File: src/rtl/alu_pkg.sv
// alu_pkg: shared opcode classes, flag/condition types and flag update mask decode
package alu_pkg;
  localparam logic [1:0] OP_ARITH = 2'b00;
  localparam logic [1:0] OP_SHIFT = 2'b01;
  localparam logic [1:0] OP_LOGIC = 2'b10;
  localparam logic [4:0] OP_NEG   = 5'b11110;
  localparam logic [4:0] OP_INT   = 5'b11010;
  typedef enum logic [3:0] {EQ, NE, CS, CC, MI, PL, VS, VC, HI, LS, GE, LT, GT, LE, AL, NV} cond_t;
  typedef struct packed {
    logic v;
    logic c;
    logic n;
    logic z;
  } flags_t;
  typedef enum logic [1:0] {RUN, SAVE, ISR, REST} flag_fsm_t;
  // returns {vc_update, nz_update}; in the 11xxx group only bit 2 separates N/Z-only from no-update
  function automatic logic [1:0] upd_mask(input logic [4:0] op);
    return (op[4:3] == OP_ARITH || op[4:3] == OP_SHIFT) ? 2'b11 :
           (op[4:3] == OP_LOGIC)                        ? 2'b01 :
           (op == OP_NEG || op == OP_INT)               ? 2'b11 :
           op[2]                                        ? 2'b01 : 2'b00;
  endfunction
endpackage

File: src/rtl/cond_eval.sv
// cond_eval: branch condition evaluation on stored flags
module cond_eval
  import alu_pkg::*;
(
  input  flags_t flags,
  input  cond_t  cond,
  output logic   cond_true
);
  // one result per condition code, signed comparisons via N==V
  always_comb begin
    cond_true = 1'b0;
    case (cond)
      EQ: cond_true = flags.z;
      NE: cond_true = !flags.z;
      CS: cond_true = flags.c;
      CC: cond_true = !flags.c;
      MI: cond_true = flags.n;
      PL: cond_true = !flags.n;
      VS: cond_true = flags.v;
      VC: cond_true = !flags.v;
      HI: cond_true = flags.c && !flags.z;
      LS: cond_true = !flags.c || flags.z;
      GE: cond_true = flags.n == flags.v;
      LT: cond_true = flags.n != flags.v;
      GT: cond_true = !flags.z && (flags.n == flags.v);
      LE: cond_true = flags.z || (flags.n != flags.v);
      AL: cond_true = 1'b1;
      default: cond_true = 1'b0;
    endcase
  end
endmodule

File: src/rtl/alu_flag_unit.sv
// alu_flag_unit: V/C/N/Z flag register, branch conditions, interrupt save/restore (optional STICKY_V_EN sticky overflow)
module alu_flag_unit
  import alu_pkg::*;
#(
  parameter int NFLAGS = 4,
  parameter int COND_W = 4
) (
  input  logic              Clock,
  input  logic              Reset,
  input  logic              V,
  input  logic              C,
  input  logic              N,
  input  logic              Z,
  input  logic [4:0]        OpCode,
  input  logic              FlagWe,
  input  logic [COND_W-1:0] CondCode,
  output logic              CondTrue,
  output logic [NFLAGS-1:0] Flags,
  output logic              CIn,
  input  logic              IntSave,
  input  logic              IntRest,
  output logic              IntAck,
  output logic              InIsr
`ifdef STICKY_V_EN
  ,
  input  logic              StickyClr,
  output logic              StickyV
`endif
);
  if (NFLAGS != $bits(flags_t) || COND_W != $bits(cond_t)) begin : g_bad_cfg
    $error("alu_flag_unit: NFLAGS/COND_W must match alu_pkg types");
  end
  flags_t    flags_q, flags_d, shadow_q, shadow_d;
  flag_fsm_t state_q, state_d;
  logic      vc_upd, nz_upd;
  // flag writes masked by opcode class; a restore overrides any same-cycle write
  always_comb begin
    {vc_upd, nz_upd} = upd_mask(OpCode);
    flags_d = flags_q;
    if (FlagWe && vc_upd) {flags_d.v, flags_d.c} = {V, C};
    if (FlagWe && nz_upd) {flags_d.n, flags_d.z} = {N, Z};
    if (state_q == REST) flags_d = shadow_q;
    shadow_d = (state_q == SAVE) ? flags_q : shadow_q;
    state_d  = (state_q == RUN)  ? (IntSave ? SAVE : RUN) :
               (state_q == SAVE) ? ISR :
               (state_q == ISR)  ? (IntRest ? REST : ISR) : RUN;
  end
  // flag, shadow and handshake state registers
  always_ff @(posedge Clock or posedge Reset) begin
    if (Reset) begin
      flags_q  <= '0;
      shadow_q <= '0;
      state_q  <= RUN;
    end else begin
      flags_q  <= flags_d;
      shadow_q <= shadow_d;
      state_q  <= state_d;
    end
  end
  assign Flags  = flags_q;
  assign CIn    = flags_q.c;
  assign IntAck = (state_q == SAVE) || (state_q == REST);
  assign InIsr  = (state_q == ISR);
  cond_eval u_cond_eval (
    .flags    (flags_q),
    .cond     (cond_t'(CondCode)),
    .cond_true(CondTrue)
  );
`ifdef STICKY_V_EN
  logic sticky_q, sticky_d;
  // sticky overflow: set by any committed V=1, clear has priority
  always_comb begin
    sticky_d = !StickyClr && (sticky_q || (FlagWe && vc_upd && V && state_q != REST));
  end
  // sticky overflow register, not part of the saved context
  always_ff @(posedge Clock or posedge Reset) begin
    if (Reset) sticky_q <= 1'b0;
    else sticky_q <= sticky_d;
  end
  assign StickyV = sticky_q;
`endif
endmodule
File: config.mk
export PLATFORM = sky130hd
export DESIGN_NAME = alu_flag_unit
export DESIGN_NICKNAME = d
export VERILOG_FILES = /design/src/rtl/alu_pkg.sv /design/src/rtl/cond_eval.sv /design/src/rtl/alu_flag_unit.sv
export SDC_FILE = /design/constraint.sdc
export NUM_CORES = 1
export LEC_CHECK = 0
export ABC_CLOCK_PERIOD_IN_PS = 1850
export BUFFER_PORTS_ARGS = -buffer_cell sky130_fd_sc_hd__buf_4
export CORE_UTILIZATION = 45
export CTS_BUF_LIST = sky130_fd_sc_hd__clkbuf_2 sky130_fd_sc_hd__clkbuf_4 sky130_fd_sc_hd__clkbuf_8
export CTS_CLUSTER_SIZE = 25
export DETAILED_ROUTE_END_ITERATION = 8
export PLACE_DENSITY = 0.77
export SETUP_SLACK_MARGIN = 0.2
export SLEW_MARGIN = 20
export SYNTH_ARGS = -nofsm -noshare
export SYNTH_HDL_FRONTEND = slang
export SYNTH_SLANG_ARGS = --single-unit
File: constraint.sdc
create_clock -name Clock -period 1.85 [get_ports Clock]
set_input_delay 0.37 -clock Clock [delete_from_list [all_inputs] [get_ports Clock]]
set_output_delay 0.37 -clock Clock [all_outputs]
set_load 0.01 [all_outputs]
Yosys cells after proc, flatten, opt, wreduce, memory -nomap -nowiden
Index checks and enable logic that the tools add are counted.
- input port bits: 18
- register bits: 10
- output and inout bits: 8
- mux-type cells: 13
- eq/ne operators: 23
- reduce and logical (&&, ||, !) cells: 18
- operators by type and width (cell ; number):
    4-bit == test, second input constant ; 7
    4-bit by 3-bit == test with 1-bit output, second input constant ; 4
    2-bit two-way mux ; 8
    1-bit case mux with 15 select lines ; 1
    5-bit == test, second input constant ; 2
    4-bit by 2-bit == test with 1-bit output, second input constant ; 2
    2-bit == test, second input constant ; 3
    1-bit logical OR ; 5
    2-bit by 1-bit == test with 1-bit output, second input constant ; 2
    4-bit by 1-bit == test with 1-bit output, second input constant ; 1
    1-bit logical AND ; 4
    1-bit logical NOT ; 4
    2-bit logical NOT ; 2
    4-bit logical NOT ; 1
    4-bit two-way mux ; 1
    2-bit nonzero test ; 2
    1-bit two-way mux ; 3
    1-bit == test ; 1
    1-bit != test ; 1

Logic depth before layout (Yosys ltp)
- word-level depth: 8
- depth in mapped cells: 4

Hierarchy
A second synthesis with hierarchy kept.
- cell total of the unflattened synthesis: 76
- area total of the unflattened synthesis: 759.5 sq um
- modules (own cells, without submodules) (module ; area an instance (sq um) ; times used ; sequential area each (sq um) ; cells each):
    alu_flag_unit ; 565.5 ; 1 ; 250.2 ; 48
    cond_eval ; 193.9 ; 1 ; 0.0 ; 28

Least setup slack after synthesis
No wires, ideal clock.
- kind: reg-to-output
- start: register flags_q (netlist bit Flags[1])
- end: output CondTrue
- path slack: 0.215 ns
- cell stages (with the launch flop): 5
- data arrival time: 1.265 ns
- required time: 1.480 ns
- path buffers: 0
- path through: dfrtp_1 nand3b_1 a21oi_1 or4b_1 nand4_1
- cells in the longest elaborated chain, start to end: 3
- RTL lines (item ; RTL line ; RTL):
    start: declaration ; alu_flag_unit.sv:33 ; flags_t flags_q, flags_d, shadow_q, shadow_d;
    start signal: assignment ; alu_flag_unit.sv:55 ; flags_q <= flags_d;
    1-bit != test or 1-bit == test (tied branches) ; -- ;
    1-bit logical OR or 1-bit logical AND (tied branches) ; cond_eval.sv:26, cond_eval.sv:25 ;
    1-bit case mux with 15 select lines * ; cond_eval.sv:12 ; case (cond)
    end: declaration ; alu_flag_unit.sv:17 ; output logic CondTrue,
Mark *: on every way between the ends. The rest lies on a longest branch, timed or not.

Worst setup path in the final report
Same ends and word-level chain as after synthesis.

==> metrics.txt <==
status finished, violations left; failing checks negative setup slack; met1 Use GR 0.238; Initial Util 0.482; Tmin final 1.97 ns; Die Y 39.3 µm; Worst R2R End shadow_q[0]; met2 Track Usage GR 0.358; Final Instance Area 942 µm²; Adder-Cell Fraction of Synth Area 0.0798; Core Box Area 0.00130 mm²; layer with the highest usage met2; area grow syn2layout 50.3%; largest family of logic cells by synthesized area simple AND/OR/NAND/NOR gates; GRT overflow 0; xor-xnor portion of the synthesized cell area 0; IO buf count 25; Critical Path Start Flags[1]; f_max 507 MHz; CTS root buffer clkbuf_4; Setup CP Type reg -> out; YS warnings 0; share of cells above drive strength 1 0.537; final setup fails 1; Setup crit end kind output port; DRC Markers 0; RSZ-0062 raised after global routing true; Finished Core Util 0.724; Worst VDD drop 0.000739 V; post-synthesis compound-gate area fraction 0.128; Die ar. 0.00155 mm²; Global Route Usage Sum 0.201; Hold Path Class in -> async; Synth Area in Simple Gates 0.228; Yosys reg bits 10; Final Max Tran Viols 0; final WL 1.39 mm; clk_skew 0.000880 ns; vias after detailed routing 576; synthesized netlist cell count 61; Crit Path Max Fanout 8; CTS tree built; Final #Nets 119; fin crit share 1.07; final setup margin -0.124 ns; Site Rows 13; diode count 0; H-tree depth 1; R2R setup slack 0.59 ns; deepest clock path buffer count 2; Distinct cells, synth 25; Pre-antenna DRT Iters 2; number of global-route vias before repair 495; Boundary Pins 26; Syn Nets 83; initial drt markers 10; Cell Area, Synth 627 µm²; relative slew slack 0.734; chip width 39.3 µm; CTS Sinks 10; Avg Cell Area, Syn 10.3 µm²; ANT nets after route 0; initial antenna violation count 0; CTS Buf Count 3; vias per cell 5.24; DPL Wire Length 987 µm; Worst-Margin Slew 0.396 ns; first-pass GRT wire length 2.05 mm; clock-pin slew on the worst setup and hold paths 0.06 ns; WL/cell 12.7 µm; Pwr Total 1.29 mW; Placed Area 841 µm²; maximum number of pins on one net before global-route repair 11; multiplexer share of the synthesized area 0.136; crit path launch type register; crit path DAT 1.60 ns; worst reg2reg path startpoint state_q[1]; number of max-cap violations 0; Fin. Hold Viols 0; Power Density 1370 mW/mm²; Seq/Total Area, Yosys 0.399; met3 Track Usage GR 0.0341; Worst EP required 1.48 ns; static leakage 0.433 nW; GPL Wtd Cong 0.682; cells on worst reg2reg path 4; Worst-Skew Late Latency 0.25 ns
==> placed cells by master, fill, tap and decap left out, types with 3 or more instances in the layout <==
| cell | instances |
|---|---|
| mux2i_1 | 4 |
| buf_4 | 31 |
| dfrtp_1 | 7 |
| clkbuf_4 | 3 |
| mux2_2 | 4 |
| o21ai_0 | 5 |
| nand3b_1 | 4 |
| dfrtp_2 | 3 |
| nand2_1 | 7 |
==> worst max-delay path: stages (launching register included) <==
cell and delay, ns:
dfrtp_2 0.42, nand3b_1 0.15, a21oi_2 0.07, or4b_1 0.50, nand4_1 0.10, buf_4 0.12
==> metrics by stage <==
stage / hold slack [ns] / setup slack [ns] / TNS [ns] / cells
2_1_floorplan: 0.210 / 0.215 / 0 / 61
3_3_place_gp: 0.368 / 0.0786 / 0 / 102
3_5_place_dp: 0.373 / 0.0757 / 0 / 102
4_1_cts: 0.0944 / -0.131 / -0.131 / 106
5_1_grt: 0.112 / -0.184 / -0.184 / 110
6_report: 0.0835 / -0.124 / -0.124 / 110
==> layer usage <==
layer  vias up  part of all wire
met3         2             0.047
li1        292                 -
met5         -                 0
met4         0            0.0029
met2        15              0.53
met1       267              0.42
==> flip-flops by register name, summed over array words and instances, names as in the netlist <==
signal,cells
state_q,2
shadow_q,4
CIn,1
Flags,3
==> what timing repair did <==
action                                 4_1_cts  5_1_grt
hold buffers                                 0        0
setup endpoints to repair                    2        2
buffers inserted                             1        4
gates resized for setup                      9        3
pin swaps                                    1        4
endpoints found under the hold margin        0        0
==> layout make-up <==
cell class | instances | area, µm²
tap | 15 | 18.8
fill | 101 | 359
inverter | 3 | 11.3
sequential | 10 | 254
multi-input combinational | 47 | 392
clock buffer | 3 | 22.5
timing repair buffer | 32 | 244
==> how the worst max path moves through the flow <==
stage / to / slack (ns)
floorplan: CondTrue / 0.21
global placement: CondTrue / 0.08
detailed placement: CondTrue / 0.08
CTS: CondTrue / -0.13
global route: CondTrue / -0.18
finish: CondTrue / -0.12
==> cell usage after synthesis <==
| library cell | number | share of area |
|---|---|---|
| or2_1 | 1 | 0.010 |
| dfrtp_1 | 10 | 0.40 |
| mux2_2 | 4 | 0.072 |
| nand2b_1 | 1 | 0.010 |
| ha_1 | 4 | 0.080 |
| or2_2 | 1 | 0.010 |
| o31ai_1 | 1 | 0.012 |
| nand4_1 | 2 | 0.020 |
| a211o_2 | 1 | 0.016 |
| o31ai_2 | 1 | 0.020 |
| nor2b_1 | 2 | 0.020 |
| buf_4 | 1 | 0.012 |
| o21ai_0 | 5 | 0.040 |
| nand2_1 | 7 | 0.042 |
| inv_1 | 3 | 0.018 |
| or4b_1 | 1 | 0.016 |
| or3b_2 | 1 | 0.014 |
| mux2i_1 | 4 | 0.064 |
| a21oi_1 | 2 | 0.016 |
| nand4b_1 | 1 | 0.014 |
| o211ai_1 | 1 | 0.012 |
| a21boi_0 | 1 | 0.012 |
| and2_2 | 1 | 0.012 |
| or4_1 | 1 | 0.012 |
| nand3b_1 | 4 | 0.048 |
==> cell families (layout without fill, tap and decap cells) <==
family / after synthesis / in the layout
AOI/OAI and AO/OA: 12 / 12
DFF: 10 / 10
muxes: 8 / 8
adders and majority gates: 4 / 4
buffers and inverters: 4 / 38
and+or+nand+nor: 23 / 23
==> report_power, final <==
| group | internal [mW] | switching (mW) |
|---|---|---|
| clock | 0.0748 | 0.0672 |
| combinational | 0.407 | 0.284 |
| sequential | 0.337 | 0.116 |
(Power assumes the default switching activity.)
